==> src/rtl/dmem_port_arbiter_pkg.sv <==
// dmem_port_arbiter_pkg: shared widths, core limits and the round-robin index helper
package dmem_port_arbiter_pkg;
    localparam int ADDR_W_DEF = 32;
    localparam int DATA_W_DEF = 32;
    localparam int MAX_CORES = 8;
    localparam int MAX_IDX_W = $clog2(MAX_CORES);

    // First set bit of elig at or after ptr, wrapping modulo n; 0 when none is set.
    function automatic logic [MAX_IDX_W-1:0] rr_first(
        input logic [MAX_CORES-1:0] elig,
        input logic [MAX_IDX_W-1:0] ptr,
        input int n
    );
        logic [MAX_IDX_W-1:0] idx;
        logic [MAX_IDX_W-1:0] k;
        idx = '0;
        for (int i = MAX_CORES - 1; i >= 0; i--) begin
            k = MAX_IDX_W'((int'(ptr) + i) % n);
            if (i < n && elig[k]) idx = k;
        end
        return idx;
    endfunction
endpackage

==> src/rtl/dmem_port_arbiter_rr_picker.sv <==
// rr_picker: combinational round-robin priority picker returning one-hot grant and its index
module rr_picker
    import dmem_port_arbiter_pkg::*;
#(
    parameter int NUM_CORES = 4,
    parameter int IDX_W = 2
) (
    input  logic [NUM_CORES-1:0] elig,
    input  logic [IDX_W-1:0]     rr_ptr,
    output logic [NUM_CORES-1:0] grant,
    output logic [IDX_W-1:0]     grant_idx
);
    logic [MAX_IDX_W-1:0] idx_full;

    always_comb begin
        idx_full = rr_first(MAX_CORES'(elig), MAX_IDX_W'(rr_ptr), NUM_CORES);
        grant_idx = IDX_W'(idx_full);
        grant = (|elig) ? NUM_CORES'(1) << grant_idx : '0;
    end
endmodule

==> src/rtl/dmem_port_arbiter.sv <==
// dmem_port_arbiter: round-robin sharing of one data-memory port among pipeline cores
module dmem_port_arbiter
    import dmem_port_arbiter_pkg::*;
#(
    parameter int NUM_CORES = 4,
    parameter int IDX_W = 2,
    parameter int ADDR_W = ADDR_W_DEF,
    parameter int DATA_W = DATA_W_DEF
) (
    input  logic                        Clk,
    input  logic                        Reset,
    input  logic [NUM_CORES-1:0]        core_req,
    input  logic [NUM_CORES-1:0]        core_we,
    input  logic [NUM_CORES-1:0]        core_half,
    input  logic [NUM_CORES-1:0]        core_byte,
    input  logic [NUM_CORES*ADDR_W-1:0] core_addr,
    input  logic [NUM_CORES*DATA_W-1:0] core_wdata,
    output logic [NUM_CORES-1:0]        core_ack,
    output logic [DATA_W-1:0]           core_rdata,
    output logic [NUM_CORES-1:0]        core_stall,
    output logic                        mem_en,
    output logic                        mem_we,
    output logic                        mem_half,
    output logic                        mem_byte,
    output logic [ADDR_W-1:0]           mem_addr,
    output logic [DATA_W-1:0]           mem_wdata,
    input  logic [DATA_W-1:0]           mem_rdata
);
    logic                 pend_valid;
    logic                 pend_load;
    logic [IDX_W-1:0]     pend_idx;
    logic [IDX_W-1:0]     rr_ptr;
    logic [IDX_W-1:0]     grant_idx;
    logic [NUM_CORES-1:0] pend_oh;
    logic [NUM_CORES-1:0] elig;
    logic [NUM_CORES-1:0] grant;
    logic                 granted;

    // A core awaiting its response this cycle must not be granted again.
    assign pend_oh = pend_valid ? NUM_CORES'(1) << pend_idx : '0;
    assign elig = core_req & ~pend_oh;

    rr_picker #(
        .NUM_CORES(NUM_CORES),
        .IDX_W(IDX_W)
    ) u_picker (
        .elig(elig),
        .rr_ptr(rr_ptr),
        .grant(grant),
        .grant_idx(grant_idx)
    );

    // Reset also silences the memory port while it is held.
    assign granted = (|grant) & ~Reset;

    always_comb begin
        mem_en = granted;
        mem_we = granted & core_we[grant_idx];
        mem_half = granted & core_half[grant_idx];
        mem_byte = granted & core_byte[grant_idx];
        mem_addr = granted ? core_addr[grant_idx*ADDR_W +: ADDR_W] : '0;
        mem_wdata = granted ? core_wdata[grant_idx*DATA_W +: DATA_W] : '0;
    end

    assign core_ack = pend_oh;
    assign core_rdata = (pend_valid & pend_load) ? mem_rdata : '0;
    assign core_stall = core_req & ~core_ack;

    always_ff @(posedge Clk or posedge Reset) begin
        if (Reset) begin
            pend_valid <= 1'b0;
            pend_load <= 1'b0;
            pend_idx <= '0;
            rr_ptr <= '0;
        end else begin
            pend_valid <= granted;
            if (granted) begin
                pend_idx <= grant_idx;
                pend_load <= ~core_we[grant_idx];
                rr_ptr <= (grant_idx == IDX_W'(NUM_CORES - 1)) ? '0 : grant_idx + 1'b1;
            end
        end
    end
endmodule

==> config.mk <==
export PLATFORM = sky130hd
export DESIGN_NAME = dmem_port_arbiter
export DESIGN_NICKNAME = d
export VERILOG_FILES = /design/src/rtl/dmem_port_arbiter_pkg.sv /design/src/rtl/dmem_port_arbiter_rr_picker.sv /design/src/rtl/dmem_port_arbiter.sv
export SDC_FILE = /design/constraint.sdc
export NUM_CORES = 1
export LEC_CHECK = 0
export CAP_MARGIN = 15
export CORE_AREA = 3 3 161 163
export DETAILED_ROUTE_END_ITERATION = 6
export DIE_AREA = 0 0 164 166
export PLACE_DENSITY = 0.58
export SYNTH_ARGS = -nofsm -noshare
export SYNTH_HDL_FRONTEND = slang
export SYNTH_SLANG_ARGS = --single-unit
export TNS_END_PERCENT = 30
==> constraint.sdc <==
create_clock -name Clk -period 14.2 [get_ports Clk]
set_clock_uncertainty 0.05 [all_clocks]
set_input_delay 2.84 -clock Clk [delete_from_list [all_inputs] [get_ports Clk]]
set_output_delay 2.84 -clock Clk [all_outputs]
set_load 0.02 [all_outputs]
# Word-level counts from Yosys, hierarchy flattened
# Index checks and enable logic that the tools add are counted.
# totals
regBits	6
inputBits	306
word_cells	59
# classes
magnitude_cmp	5
shifts	4
eq_ne	1
n_bitwise	12
n_mux	24
reduce_logical	5
addsub	4
# op_table
operator	n
128-bit by 8-bit variable part select with 32-bit output	2
32-bit 2-to-1 mux	3
3-bit by 4-bit less-than comparator with 1-bit output, second input constant	3
2-bit 2-to-1 mux	5
1-bit binary-select mux with 3-bit select	3
1-bit binary-select mux with 2-bit select	4
4-bit 2-to-1 mux	2
4-bit OR reduction	2
1-bit by 2-bit << shifter with 4-bit output, first input constant	2
1-bit 2-to-1 mux	7
2-bit OR reduction	3
1-bit AND	5
2-bit by 1-bit adder with 2-bit output, second input constant	2
2-bit adder, second input constant	2
4-bit AND	1
2-bit by 4-bit less-than comparator with 1-bit output, second input constant	1
4-bit NOT	1
1-bit AND, first input constant	3
2-bit by 3-bit less-than comparator with 1-bit output, second input constant	1
2-bit == test, second input constant	1
1-bit NOT	2

# Depth between registers and ports, before layout
# Gate-level depths: netlist of run 1.
# logic_depth
depth_word	15
mapped_depth	18
depth_no_buf	13

# Modules after synthesis
# From an unflattened synthesis of run 1, not the netlist that was laid out.
# hier_totals
cells_unflattened	252
hier_area_um2	2822.7
# by_module_without_submodules
mod	seq_area_each_um2	instances	cells_each	area_each_um2
dmem_port_arbiter	150.1	1	221	2618.8
rr_picker	0.0	1	31	203.9

# Least setup slack after synthesis of run 1
# No wires, ideal clock.
# synth_timing
path_kind	input -> output
start	input port core_req[3]
end	output port mem_wdata[26]
cell_stages	16
path_buffers	6
arrival_ps	6248
path_slack_ps	5062
required_time_ps	11310
path_cell_list	and2_1 -> buf_4 -> o31a_1 -> a31oi_4 -> mux2i_1 -> buf_4 -> buf_8 -> buf_2 -> inv_1 -> ha_1 -> nor4_1 -> a311oi_1 -> clkbuf_1 -> clkbuf_1 -> o221ai_1 -> a211oi_1
# synth_between
elab_chain_cells	12
word_cells_on_any_way	20
cone_classes	shift (2); mux (14); bitwise (2); reduce/logical (2)
# synth_rtl
item	line_no	text
from (decl)	dmem_port_arbiter.sv:12	input logic [NUM_CORES-1:0] core_req,
4-bit AND *	--	
named net core_stall[3]	dmem_port_arbiter.sv:20	output logic [NUM_CORES-1:0] core_stall,
1-bit binary-select mux with 3-bit select	dmem_port_arbiter_pkg.sv:19	if (i < n && elig[k]) idx = k;
1-bit 2-to-1 mux (not written as such)	dmem_port_arbiter_pkg.sv:19	
2-bit 2-to-1 mux (3 in a row)	dmem_port_arbiter_pkg.sv:19	
2-bit 2-to-1 mux *	dmem_port_arbiter_pkg.sv:19	
named net grant_idx[0]	dmem_port_arbiter.sv:33	logic [IDX_W-1:0] grant_idx;
1-bit by 2-bit << shifter with 4-bit output *	dmem_port_arbiter_rr_picker.sv:18	grant = (|elig) ? NUM_CORES'(1) << grant_idx : '0;
4-bit 2-to-1 mux *	dmem_port_arbiter_rr_picker.sv:18	
4-bit OR reduction *	dmem_port_arbiter.sv:54	assign granted = (|grant) & ~Reset;
1-bit AND *	dmem_port_arbiter.sv:54	
named net mem_en	dmem_port_arbiter.sv:21	output logic mem_en,
32-bit 2-to-1 mux *	dmem_port_arbiter.sv:62	mem_wdata = granted ? core_wdata[grant_idx*DATA_W +: DATA_W] : '0;
to (decl)	dmem_port_arbiter.sv:26	output logic [DATA_W-1:0] mem_wdata,
# The timed path passes the listed nets; every way through them passes the cells marked *. The select of a mux whose other input is x is not followed.

# Final worst setup path of run 1
# layout_timing
start	input port core_req[2]
end	output port mem_we
# layout_between
elab_chain_cells	12
word_cells_on_any_way	21
cone_classes	shift (1); mux (15); bitwise (3); reduce/logical (2)
# layout_rtl
item	line_no	text
4-bit AND *	dmem_port_arbiter.sv:41	assign elig = core_req & ~pend_oh;
1-bit binary-select mux with 3-bit select	dmem_port_arbiter_pkg.sv:19	
1-bit 2-to-1 mux (not written as such)	dmem_port_arbiter_pkg.sv:19	
2-bit 2-to-1 mux (3 in a row)	dmem_port_arbiter_pkg.sv:19	
2-bit 2-to-1 mux *	dmem_port_arbiter_pkg.sv:19	
named net grant_idx[0]	dmem_port_arbiter.sv:33	
1-bit by 2-bit << shifter with 4-bit output	dmem_port_arbiter_rr_picker.sv:18	
4-bit 2-to-1 mux	dmem_port_arbiter_rr_picker.sv:18	
4-bit OR reduction	dmem_port_arbiter.sv:54	
1-bit AND	dmem_port_arbiter.sv:54	
1-bit AND *	dmem_port_arbiter.sv:58	mem_we = granted & core_we[grant_idx];
to (decl)	dmem_port_arbiter.sv:22	output logic mem_we,
# Marked as above.

==> results.ini, run 1 <==
[floorplan]
core_sq_mm=0.0245
dieArea_sq_mm=0.0272
num_rows=57
die_x_um=164
ios=414
die_h_um=166
start_util=0.141

[pwr]
ir_worst_vdd_uv=145
power_mw=1.48
p_comb_frac=0.930
pwr_density_cell_mw_per_mm2=188
pwr-share-seq=0.040
power.switching_mw=0.780
power.leakage_nw=3.05
internal_power_mw=0.698
swShare=0.528
p_clk_frac=0.030

[worst_setup_path]
arrival_ns=7.59
required_ns=11.31
r2r_slack_ns=8.94
path_max_fanout=35
rr_startpoint=pend_valid
critPathKind=input pin to output pin
startpoint=core_req[2]
r2r_cells=14
crit_path_end=mem_we
endpoint_kind=output pin
start_kind=input pin
r2r_end=pend_load

[worst_hold_path]
min_path_type=register to register
hp-start=pend_idx[1]

[clocking]
insertion_delay_ns=0.22
cts_tree=yes
post_cts_buffers=0
cts.sinks=6
clock_path_buffers=2
cts_buffers=3
cts_root_buf=clkbuf_16
cts_hold_buf=0
htree_levels=1
cts_resized=0
clk_pin_slew_worst_paths_ns=0.03

[timing]
hold_ws_ns=0.548
fmax_ghz=0.0954
min_period_over_period=0.738
worst_pin_slew_ns=0.990
tns_ns=0
post-route-min-period_ns=10.48
rsz0062_at_grt=false
maxSlewHeadroom=0.340
hold_viol_final=0
finalMaxSlewViolations=0
setup_viol_count_final=0

[yosys]
synth-seq-cells=6
synthTopCellsByArea=mux2i_1 22%, mux2_2 19%, o22ai_1 7.3%, o221ai_1 7.1%, a211oi_1 6.3%
synth_area_leader_cell=mux2i_1
synth_seq_area_share=0.0436
syn-cell-area_sq_mm=0.00345
postSynthAreaPerCell_sq_um=7.71
ys_warn_count=0
ys_types=43
synthesis.nets=757
syn_inst=447
synth_top_cell_area_share=0.224

[finish]
final_layout_size_suffix_gt1_frac=0.0906
fin_area_sq_mm=0.00787
layout.nets=1129
fill_cells=2591
area_growth_pct=128
diodes=0

[drt]
drtPass1Iterations=4
ant_nets=0
wl_mm=20.8
initialDrtViolationCount=244
vias=5160
drcViolationCount=0
routed_via_density=4.52
wl_per_cell_um=18.2

[grt]
track_usage=0.141
grt_pass1_vias=5191
top_usage_layer=met2
met3_usage=0.0374
gr-total-overflow=0
grt_antenna_before_repair=1
gr-usage-met1=0.163
grt_pass1_wl_mm=30.6
grt_max_degree=60
use_met2=0.261

[place]
place_area_sq_mm=0.00780
io_buffers=413
hpwl_mm=17.5
gp_congestion=0.836

[flow_run]
drv_cap=0

[status]
status=completed

## layout by cell type, fill, tap and decap left out, types with 4 or more instances in the layout
cell / instances
clkdlybuf4s50_1: 413
mux2i_1: 76
mux2_2: 57
o22ai_1: 40
and3_1: 33
a21oi_1: 33
nor3_1: 30
a211oi_1: 29
o221ai_1: 28
nand2_1: 11
inv_1: 11
buf_4: 8
dfrtp_1: 6
nor2_1: 5
ha_1: 4
## final cells by class
cell class | count | area (sq um) | share of cell area
sequential | 6 | 150 | 0.0191
multi-input combinational | 375 | 3000 | 0.382
clock buffer | 3 | 75.1 | 0.00953
inverter | 12 | 45.0 | 0.00572
timing repair buffer | 421 | 4190 | 0.533
tap | 324 | 405 | 0.0515
## per-stage QoR
| stage | cells | setup WS [ns] | utilization |
|---|---|---|---|
| final | 1141 | 3.72 | 0.322 |
| after detailed placement | 1138 | 3.63 | 0.319 |
| after global placement | 1138 | 3.66 | 0.319 |
| after global routing | 1141 | 3.22 | 0.322 |
| after CTS | 1141 | 3.62 | 0.322 |
| after floorplan | 447 | 5.06 | - |
## worst min-delay path by stage
stage	to	slack, ns	cells past startpoint
2_1_floorplan	pend_idx[1]	0.49	2
6_report	pend_idx[1]	0.55	2
5_1_grt	pend_idx[1]	0.58	2
4_1_cts	pend_idx[1]	0.55	2
3_5_place_dp	pend_idx[1]	0.55	2
3_3_place_gp	pend_idx[1]	0.54	2
## metal layers
layer  routed length [um]  vias up
li1                     -     2536
met1                 8010     2337
met2                10500      267
met3                 1960       18
met4                  345        2
met5                   13        -
## Yosys cell counts, drive strengths merged
master and number:
o31a 1, o311ai 1, and3b 1, nor3b 1, a31oi 3, nor4 1, or3b 1, nand2 11
nor3 30, a22o 1, o22ai 40, o2111ai 1, ha 4, a211o 1, a32oi 1, inv 12
nand2b 1, o221ai 28, o211ai 1, mux2i 77, a21oi 33, and3 33, dfrtp 6, a221oi 1
and2 1, a211oi 29, nor2 5, buf 31, or2 1, mux2 57, a311oi 1, nand3 4
clkbuf 23, nand3b 1, or3 1, nor2b 1, o21ai 2
## power by group through the flow
stage | Sequential (mW) | Clock, mW | Combinational [mW]
3_3_place_gp | 0.0574 | 0 | 1.39
5_1_grt | 0.0643 | 0.0461 | 1.48
3_5_place_dp | 0.0590 | 0 | 1.39
2_1_floorplan | 0.0325 | 0 | 0.895
6_report | 0.0593 | 0.0444 | 1.37
4_1_cts | 0.0589 | 0.0453 | 1.39
## cells by family (layout without fill, tap and decap cells)
| logic type | Yosys count | in the layout | share of synthesized area |
|---|---|---|---|
| AOI/OAI and AO/OA | 144 | 144 | 0.290 |
| muxes | 134 | 134 | 0.410 |
| and+or+nand+nor | 93 | 93 | 0.147 |
| buffers and inverters | 66 | 436 | 0.0951 |
| DFF | 6 | 6 | 0.0436 |
| adders and majority gates | 4 | 4 | 0.0145 |
## sequential cells by signal, summed over array words and instances (netlist names)
signal / count
pend_idx: 2
pend_load: 1
pend_valid: 1
rr_ptr: 2
## critical path, cell delays in order
cell	delay, ns
clkdlybuf4s50_1	0.47
inv_1	0.05
o311ai_0	0.30
nand3_1	0.22
a31oi_4	0.20
buf_4	0.42
mux2i_4	0.13
buf_4	0.27
inv_1	0.12
ha_1	0.15
nor4_1	0.07
a311oi_4	0.43
nand2_1	0.45
buf_4	0.42
a31oi_1	0.24
a22o_1	0.17
clkdlybuf4s50_1	0.61
(Power assumes the default switching activity.)
==> run 2: changes to the inputs <==
--- a/config.mk
+++ b/config.mk
@@ -9,7 +9,7 @@
 export CORE_AREA = 3 3 161 163
 export DETAILED_ROUTE_END_ITERATION = 6
 export DIE_AREA = 0 0 164 166
-export PLACE_DENSITY = 0.58
+export PLACE_DENSITY = 0.59
 export SYNTH_ARGS = -nofsm -noshare
 export SYNTH_HDL_FRONTEND = slang
 export SYNTH_SLANG_ARGS = --single-unit
==> constraint.sdc (replaced) <==
create_clock -name Clk -period 9.35 [get_ports Clk]
set_clock_uncertainty 0.05 [all_clocks]
set_input_delay 1.87 -clock Clk [delete_from_list [all_inputs] [get_ports Clk]]
set_output_delay 1.87 -clock Clk [all_outputs]
set_load 0.02 [all_outputs]
==> results.ini, run 2 (synthesis results as in run 1) <==
[grt]
track_usage=0.145  ; was 0.141
met3_usage=0.0399  ; was 0.0374
grt_pass1_vias=5111  ; was 5191
grt_pass1_wl_mm=31.2  ; was 30.6 mm
grt_antenna_before_repair=2  ; was 1
gr-total-overflow=0  ; unchanged
use_met2=0.271  ; was 0.261
grt_max_degree=59  ; was 60
gr-usage-met1=0.165  ; was 0.163
top_usage_layer=met2  ; unchanged

[floorplan]
die_h_um=166  ; unchanged
die_x_um=164  ; unchanged
core_sq_mm=0.0245  ; unchanged
num_rows=57  ; unchanged
ios=414  ; unchanged
start_util=0.141  ; unchanged
dieArea_sq_mm=0.0272  ; unchanged

[worst_hold_path]
min_to=pend_idx[1]  ; unchanged
hp-start=pend_idx[1]  ; unchanged
min_path_type=register to register  ; unchanged
worstHoldPathCells=2  ; unchanged

[worst_setup_path]
r2r_cells=13  ; was 14
endpoint_kind=output pin  ; unchanged
required_ns=7.43  ; was 11.31 ns
arrival_ns=5.79  ; was 7.59 ns
critPathKind=input pin to output pin  ; unchanged
path_max_fanout=57  ; was 35
rr_startpoint=pend_valid  ; unchanged
r2r_slack_ns=4.96  ; was 8.94 ns
r2r_end=pend_load  ; unchanged
start_kind=input pin  ; unchanged

[drt]
wl_per_cell_um=19.1  ; was 18.2 um
initialDrtViolationCount=238  ; was 244
routed_via_density=4.54  ; was 4.52
vias=5190  ; was 5160
ant_nets=0  ; unchanged
wl_mm=21.9  ; was 20.8 mm
drcViolationCount=0  ; unchanged
drtPass1Iterations=4  ; unchanged

[timing]
rsz0062_at_grt=false  ; unchanged
setup_viol_count_final=0  ; unchanged
finalMaxSlewViolations=0  ; unchanged
post-route-min-period_ns=7.71
maxSlewHeadroom=0.267  ; was 0.340
hold_viol_final=0  ; unchanged
fmax_ghz=0.130
min_period_over_period=0.824
tns_ns=0  ; unchanged
worst_pin_slew_ns=1.10  ; was 0.990 ns

[clocking]
cts_resized=0  ; unchanged
clock_path_buffers=2  ; unchanged
cts_root_buf=clkbuf_16  ; unchanged
cts.sinks=6  ; unchanged
clk_pin_slew_worst_paths_ns=0.03  ; about the same
post_cts_buffers=0  ; unchanged
cts_tree=yes  ; unchanged
cts_hold_buf=0  ; unchanged
insertion_delay_ns=0.23  ; was 0.22 ns
htree_levels=1  ; unchanged
cts_buffers=3  ; unchanged

[pwr]
power.leakage_nw=3.07  ; was 3.05 nW
ir_worst_vdd_uv=167  ; was 145 uV
power_mw=2.26  ; was 1.48 mW
pwr_density_cell_mw_per_mm2=286  ; was 188 mW/mm^2

[finish]
final_cell_mix=409 x clkdlybuf4s50_1, 76 x mux2i_1, 57 x mux2_2  ; was 413 x clkdlybuf4s50_1, 76 x mux2i_1, 57 x mux2_2
reg_top3=pend_idx (2), rr_ptr (2)  ; unchanged
final_layout_size_suffix_gt1_frac=0.0966  ; was 0.0906
layout_commonest_cell=clkdlybuf4s50_1  ; unchanged
area_growth_pct=129  ; was 128%
layout.nets=1130  ; was 1129

[place]
io_buffers=413  ; unchanged
hpwl_mm=18.1  ; was 17.5 mm
gp_congestion=0.798  ; was 0.836

[flow_run]
drv_cap=0  ; unchanged

[status]
status=completed  ; unchanged

==> run 2: cell types whose count changed in the layout (fill, tap and decap cells not counted), sizes merged <==
cell / change
buf: +5
clkdlybuf4s50: -4
diode: +1
==> run 2: worst max-delay path, stage by stage <==
cell and delay, ns:
clkdlybuf4s50_1 0.47, inv_1 0.05, o311ai_0 0.33, nand3_1 0.23, and3_1 0.29, mux2i_4 0.23, buf_4 0.37, buf_4 0.79
mux2i_1 0.17, o22ai_1 0.27, clkdlybuf4s50_1 0.66
==> run 2: worst max-delay path by stage <==
stage	from	endpoint	slack (ns)
5_1_grt	core_req[2]	mem_wdata[19]	1.41
2_1_floorplan	core_req[3]	mem_wdata[26]	2.15
3_5_place_dp	core_req[2]	mem_addr[19]	1.65
3_3_place_gp	core_req[2]	mem_we	1.68
4_1_cts	core_req[2]	mem_addr[19]	1.65
6_report	core_req[2]	mem_addr[7]	1.64
==> run 2: area by class of cell <==
type / instances / area, sq um
inverters: 12 / 45.0
flip-flops and latches: 6 / 150
diodes: 1 / 2.50
fillers: 2597 / 16600
well taps: 324 / 405
repair buffers: 422 / 4210
clock buffers: 3 / 75.1
multi-input cells: 375 / 3000
==> run 2: power by group <==
part,internal (mW),total (mW),switching [mW]
clock network,0.0549,0.0698,0.0149
logic,0.975,2.10,1.13
registers,0.0392,0.0908,0.0516
total,1.07,2.26,1.19
==> run 2: per-stage QoR <==
step	area [sq um]	hold slack, ns	instances	setup WS [ns]	util
final	7890	0.578	1143	1.64	0.323
after global routing	7890	0.613	1143	1.41	0.323
after CTS	7860	0.576	1141	1.65	0.321
after detailed placement	7790	0.566	1138	1.65	0.318
after global placement	7790	0.551	1138	1.68	0.318
after floorplan	3450	0.493	447	2.15	-
==> run 2: metal layers <==
layer / part of all wire / routed length, um
met5: 0.00059 / 13
met4: 0.010 / 223
met3: 0.089 / 1940
met2: 0.51 / 11200
met1: 0.39 / 8480
==> run 3: changes to the inputs <==
==> constraint.sdc (replaced) <==
create_clock -name Clk -period 6.7 [get_ports Clk]
set_clock_uncertainty 0.05 [all_clocks]
set_input_delay 1.34 -clock Clk [delete_from_list [all_inputs] [get_ports Clk]]
set_output_delay 1.34 -clock Clk [all_outputs]
set_load 0.02 [all_outputs]
==> results.ini, run 3 (synthesis results as in run 1) <==
[drt]
wl_per_cell_um=19.0  ; was 19.1 um
initialDrtViolationCount=227  ; was 238
routed_via_density=4.56  ; was 4.54
vias=5222  ; was 5190
ant_nets=0  ; unchanged
drcViolationCount=0  ; unchanged
drtPass1Iterations=4  ; unchanged
wl_mm=21.7  ; was 21.9 mm

[pwr]
power_mw=3.21  ; was 2.26 mW
pwr_density_cell_mw_per_mm2=404  ; was 286 mW/mm^2
power.leakage_nw=3.09  ; was 3.07 nW
ir_worst_vdd_uv=500  ; was 167 uV

[grt]
grt_pass1_vias=5147  ; was 5111
grt_max_degree=135  ; was 59
gr-total-overflow=0  ; unchanged
track_usage=0.145  ; about the same
grt_pass1_wl_mm=31.1  ; was 31.2 mm
grt_antenna_before_repair=1  ; was 2

[clocking]
cts_root_buf=clkbuf_16  ; unchanged
post_cts_buffers=0  ; unchanged
htree_levels=1  ; unchanged
cts_buffers=3  ; unchanged
clock_path_buffers=2  ; unchanged
cts_hold_buf=0  ; unchanged
cts_tree=yes  ; unchanged
insertion_delay_ns=0.23  ; about the same
cts_resized=0  ; unchanged
clk_pin_slew_worst_paths_ns=0.03  ; about the same
cts.sinks=6  ; unchanged

[place]
io_buffers=413  ; unchanged
gp_congestion=0.875  ; was 0.798
hpwl_mm=18.1  ; about the same
post-place-ws_ns=0.309  ; was 1.65 ns
placedCellCount=1142  ; was 1138
place_area_sq_mm=0.00787  ; was 0.00779 sq mm

[floorplan]
start_util=0.141  ; unchanged
ios=414  ; unchanged
die_h_um=166  ; unchanged
core_sq_mm=0.0245  ; unchanged
num_rows=57  ; unchanged
dieArea_sq_mm=0.0272  ; unchanged
die_x_um=164  ; unchanged

[worst_setup_path]
path_max_fanout=38  ; was 57
r2r_cells=13  ; unchanged
start_kind=input pin  ; unchanged
critPathKind=input pin to output pin  ; unchanged
endpoint_kind=output pin  ; unchanged
arrival_ns=4.99  ; was 5.79 ns
required_ns=5.31  ; was 7.43 ns

[flow_run]
drv_cap=0  ; unchanged

[finish]
final_util=0.325  ; was 0.323
multi_input_area_sq_mm=0.00300  ; unchanged
final_cell_count_no_fill=1145  ; was 1143
fill_cells=2593  ; was 2597
regArea_sq_um=150  ; unchanged
reg_top3=pend_idx (2), rr_ptr (2)  ; unchanged
area_growth_pct=130  ; was 129%
diodes=0  ; was 1
final_cell_mix=409 x clkdlybuf4s50_1, 76 x mux2i_1, 57 x mux2_2  ; unchanged
fin_area_sq_mm=0.00794  ; was 0.00789 sq mm
layout.nets=1133  ; was 1130
layout_commonest_cell=clkdlybuf4s50_1  ; unchanged
final_layout_size_suffix_gt1_frac=0.0999  ; was 0.0966

[worst_hold_path]
min_path_type=register to register  ; unchanged
worstHoldPathCells=2  ; unchanged

[timing]
tns_ns=0  ; unchanged
finalMaxSlewViolations=0  ; unchanged
fmax_ghz=0.157
rsz0062_at_grt=false  ; unchanged
post-route-min-period_ns=6.38
hold_viol_final=0  ; unchanged
hold_ws_ns=0.551  ; was 0.578 ns
maxSlewHeadroom=0.436  ; was 0.267
worst_pin_slew_ns=0.846  ; was 1.10 ns
worst_slack_ns=0.318  ; was 1.64 ns
min_period_over_period=0.953
setup_viol_count_final=0  ; unchanged

[status]
status=completed  ; unchanged

==> run 3: cell types whose count changed in the layout (fill, tap and decap cells not counted), sizes merged <==
cell,change
buf,+3
diode,-1
==> run 3: area by class of cell <==
| type | instances | area share |
|---|---|---|
| clock buffers | 3 | 0.00945 |
| well taps | 324 | 0.0510 |
| multi-input cells | 375 | 0.378 |
| flip-flops and latches | 6 | 0.0189 |
| inverters | 12 | 0.00567 |
| repair buffers | 425 | 0.537 |
==> run 3: where the power goes <==
group	internal [mW]	switching, mW	total, mW	leakage (nW)
clock	0.0768	0.0224	0.0992	0.0370
sequential	0.0551	0.0489	0.104	0.0713
combinational	1.39	1.62	3.01	2.99
==> run 3: worst max-delay path, cell delays in order <==
cell             delay [ns]
clkdlybuf4s50_1        0.47
inv_1                  0.05
o311ai_0               0.32
nand3_1                0.24
and3_1                 0.30
mux2i_4                0.23
ha_1                   0.19
nor4_1                 0.07
a311oi_4               0.44
nand2_1                0.22
buf_12                 0.24
o22ai_1                0.21
clkdlybuf4s50_1        0.64
==> run 3: final timing paths <==
path / from / to / slack, ns
worst min-delay path: pend_idx[1] / pend_idx[1] / 0.55
worst max-delay path: core_req[2] / mem_addr[19] / 0.32
min in group asynchronous: Reset / rr_ptr[0] / 1.40
max in group asynchronous: Reset / pend_load / 4.99
worst max register to register: pend_valid / pend_load / 2.98
worst min register to register: pend_idx[1] / pend_idx[1] / 0.55
==> run 3: layer usage <==
layer / share of wire / wire length (um) / track usage
met5: 0.00055 / 12 / 0
met2: 0.52 / 11200 / 0.279
met1: 0.39 / 8450 / 0.167
met4: 0.0065 / 142 / 0.0140
met3: 0.087 / 1890 / 0.0344
==> patch, RTL diff (flow settings as in run 3) <==
Make the reset (`Reset`) synchronous in one clocked block.
--- a/src/rtl/dmem_port_arbiter.sv
+++ b/src/rtl/dmem_port_arbiter.sv
@@ -67,5 +67,5 @@
     assign core_stall = core_req & ~core_ack;
 
-    always_ff @(posedge Clk or posedge Reset) begin
+    always_ff @(posedge Clk) begin
         if (Reset) begin
             pend_valid <= 1'b0;
Behaviour: differs if Reset is asserted again (counterexample within 4 cycles, from zero or initial values and one cycle with Reset high); with Reset held inactive, the same outputs for 10 cycles.
==> patch against run 3 <==
- setup slack got worse by 0.066 ns
- total power fell by 9.1%
- synthesized cell count increased by 6.3%
- sequential cell count is the same
- cell area grew 4.6%
- routed wire length increased by 4.0%
- area after synthesis is 9.3% higher
- critical path type unchanged
- critical endpoint is now mem_addr[26]
- largest power group unchanged
==> patch: results (changes against run 3) <==
Power
  • Max VDD drop: 405 µV (was 500 µV)
  • Leakage: 3.19 nW (was 3.09 nW)

Routing
  • Metal3 WL: 2000 µm (was 1890 µm)
  • DR vias/cell: 4.57 (was 4.56)
  • First-pass DRT Iterations: 5 (was 4)
  • WL met2: 11,500 µm (was 11,200 µm)

GRT
  • First-pass GRT wire length: 32,700 µm (was 31,100 µm)

Setup path
  • R2R Path Start: pend_valid (unchanged)
  • CP peak stage delay: 0.57 ns (was 0.64 ns)
  • Reg2reg end: pend_load (unchanged)

Placed design
  • DP Wirelength: 18,800 µm (was 18,100 µm)
  • Post-place instance area: 0.00823 mm² (was 0.00787 mm²)
  • # placed instances: 1,168 (was 1,142)

Final layout
  • Multi-input combinational area share: 40.4% (was 37.8%)
  • Fill count: 2,547 (was 2,593)
  • Area taken by multi-input logic gates: 0.00335 mm² (was 0.00300 mm²)
  • Multi-input gates: 400 (was 375)
  • Layout cells sized above 1: 12.6% (was 9.99%)
  • NonClk Buf Share: 51.8% (was 53.7%)

Synthesis
  • Area contributors post-synth: mux2i_1 (18%), mux2_2 (12%), a211oi_2 (9.6%), mux2_1 (8.4%), o221ai_1 (7.9%) (was mux2i_1 (22%), mux2_2 (19%), o22ai_1 (7.3%), o221ai_1 (7.1%), a211oi_1 (6.3%))
  • Post-synthesis sequential area ratio: 3.19% (was 4.36%)
  • Mapped Nets: 785 (was 757)
  • Asr flop ratio synth: 0% (was 100%)

Timing
  • Final Critical Period: 6.45 ns (was 6.38 ns)

Run status
  • Outcome: finished, final reports clean (unchanged)
[patch: where the power goes]
group / leakage [nW] / switching, mW / internal, mW / total [mW]
registers: 0.0498 / 0.0468 / 0.0522 / 0.0989
logic: 3.10 / 1.46 / 1.26 / 2.72
clock network: 0.0370 / 0.0219 / 0.0768 / 0.0986
total: 3.19 / 1.53 / 1.39 / 2.92
[patch: worst min-delay path by stage]
stage | startpoint | end | depth (start not counted)
6_report | pend_idx[0] | pend_idx[0] | 2
3_3_place_gp | pend_idx[0] | pend_idx[0] | 2
5_1_grt | pend_idx[0] | pend_idx[0] | 2
3_5_place_dp | pend_idx[0] | pend_idx[0] | 2
4_1_cts | pend_idx[0] | pend_idx[0] | 2
2_1_floorplan | pend_idx[0] | pend_idx[0] | 2
[patch: worst min-delay path: cells and delay by family (launching register included)]
family,cells,cell delay [ns]
flip-flops,1,0.35
multiplexers,1,0.06
AND/OR/NAND/NOR,1,0.08
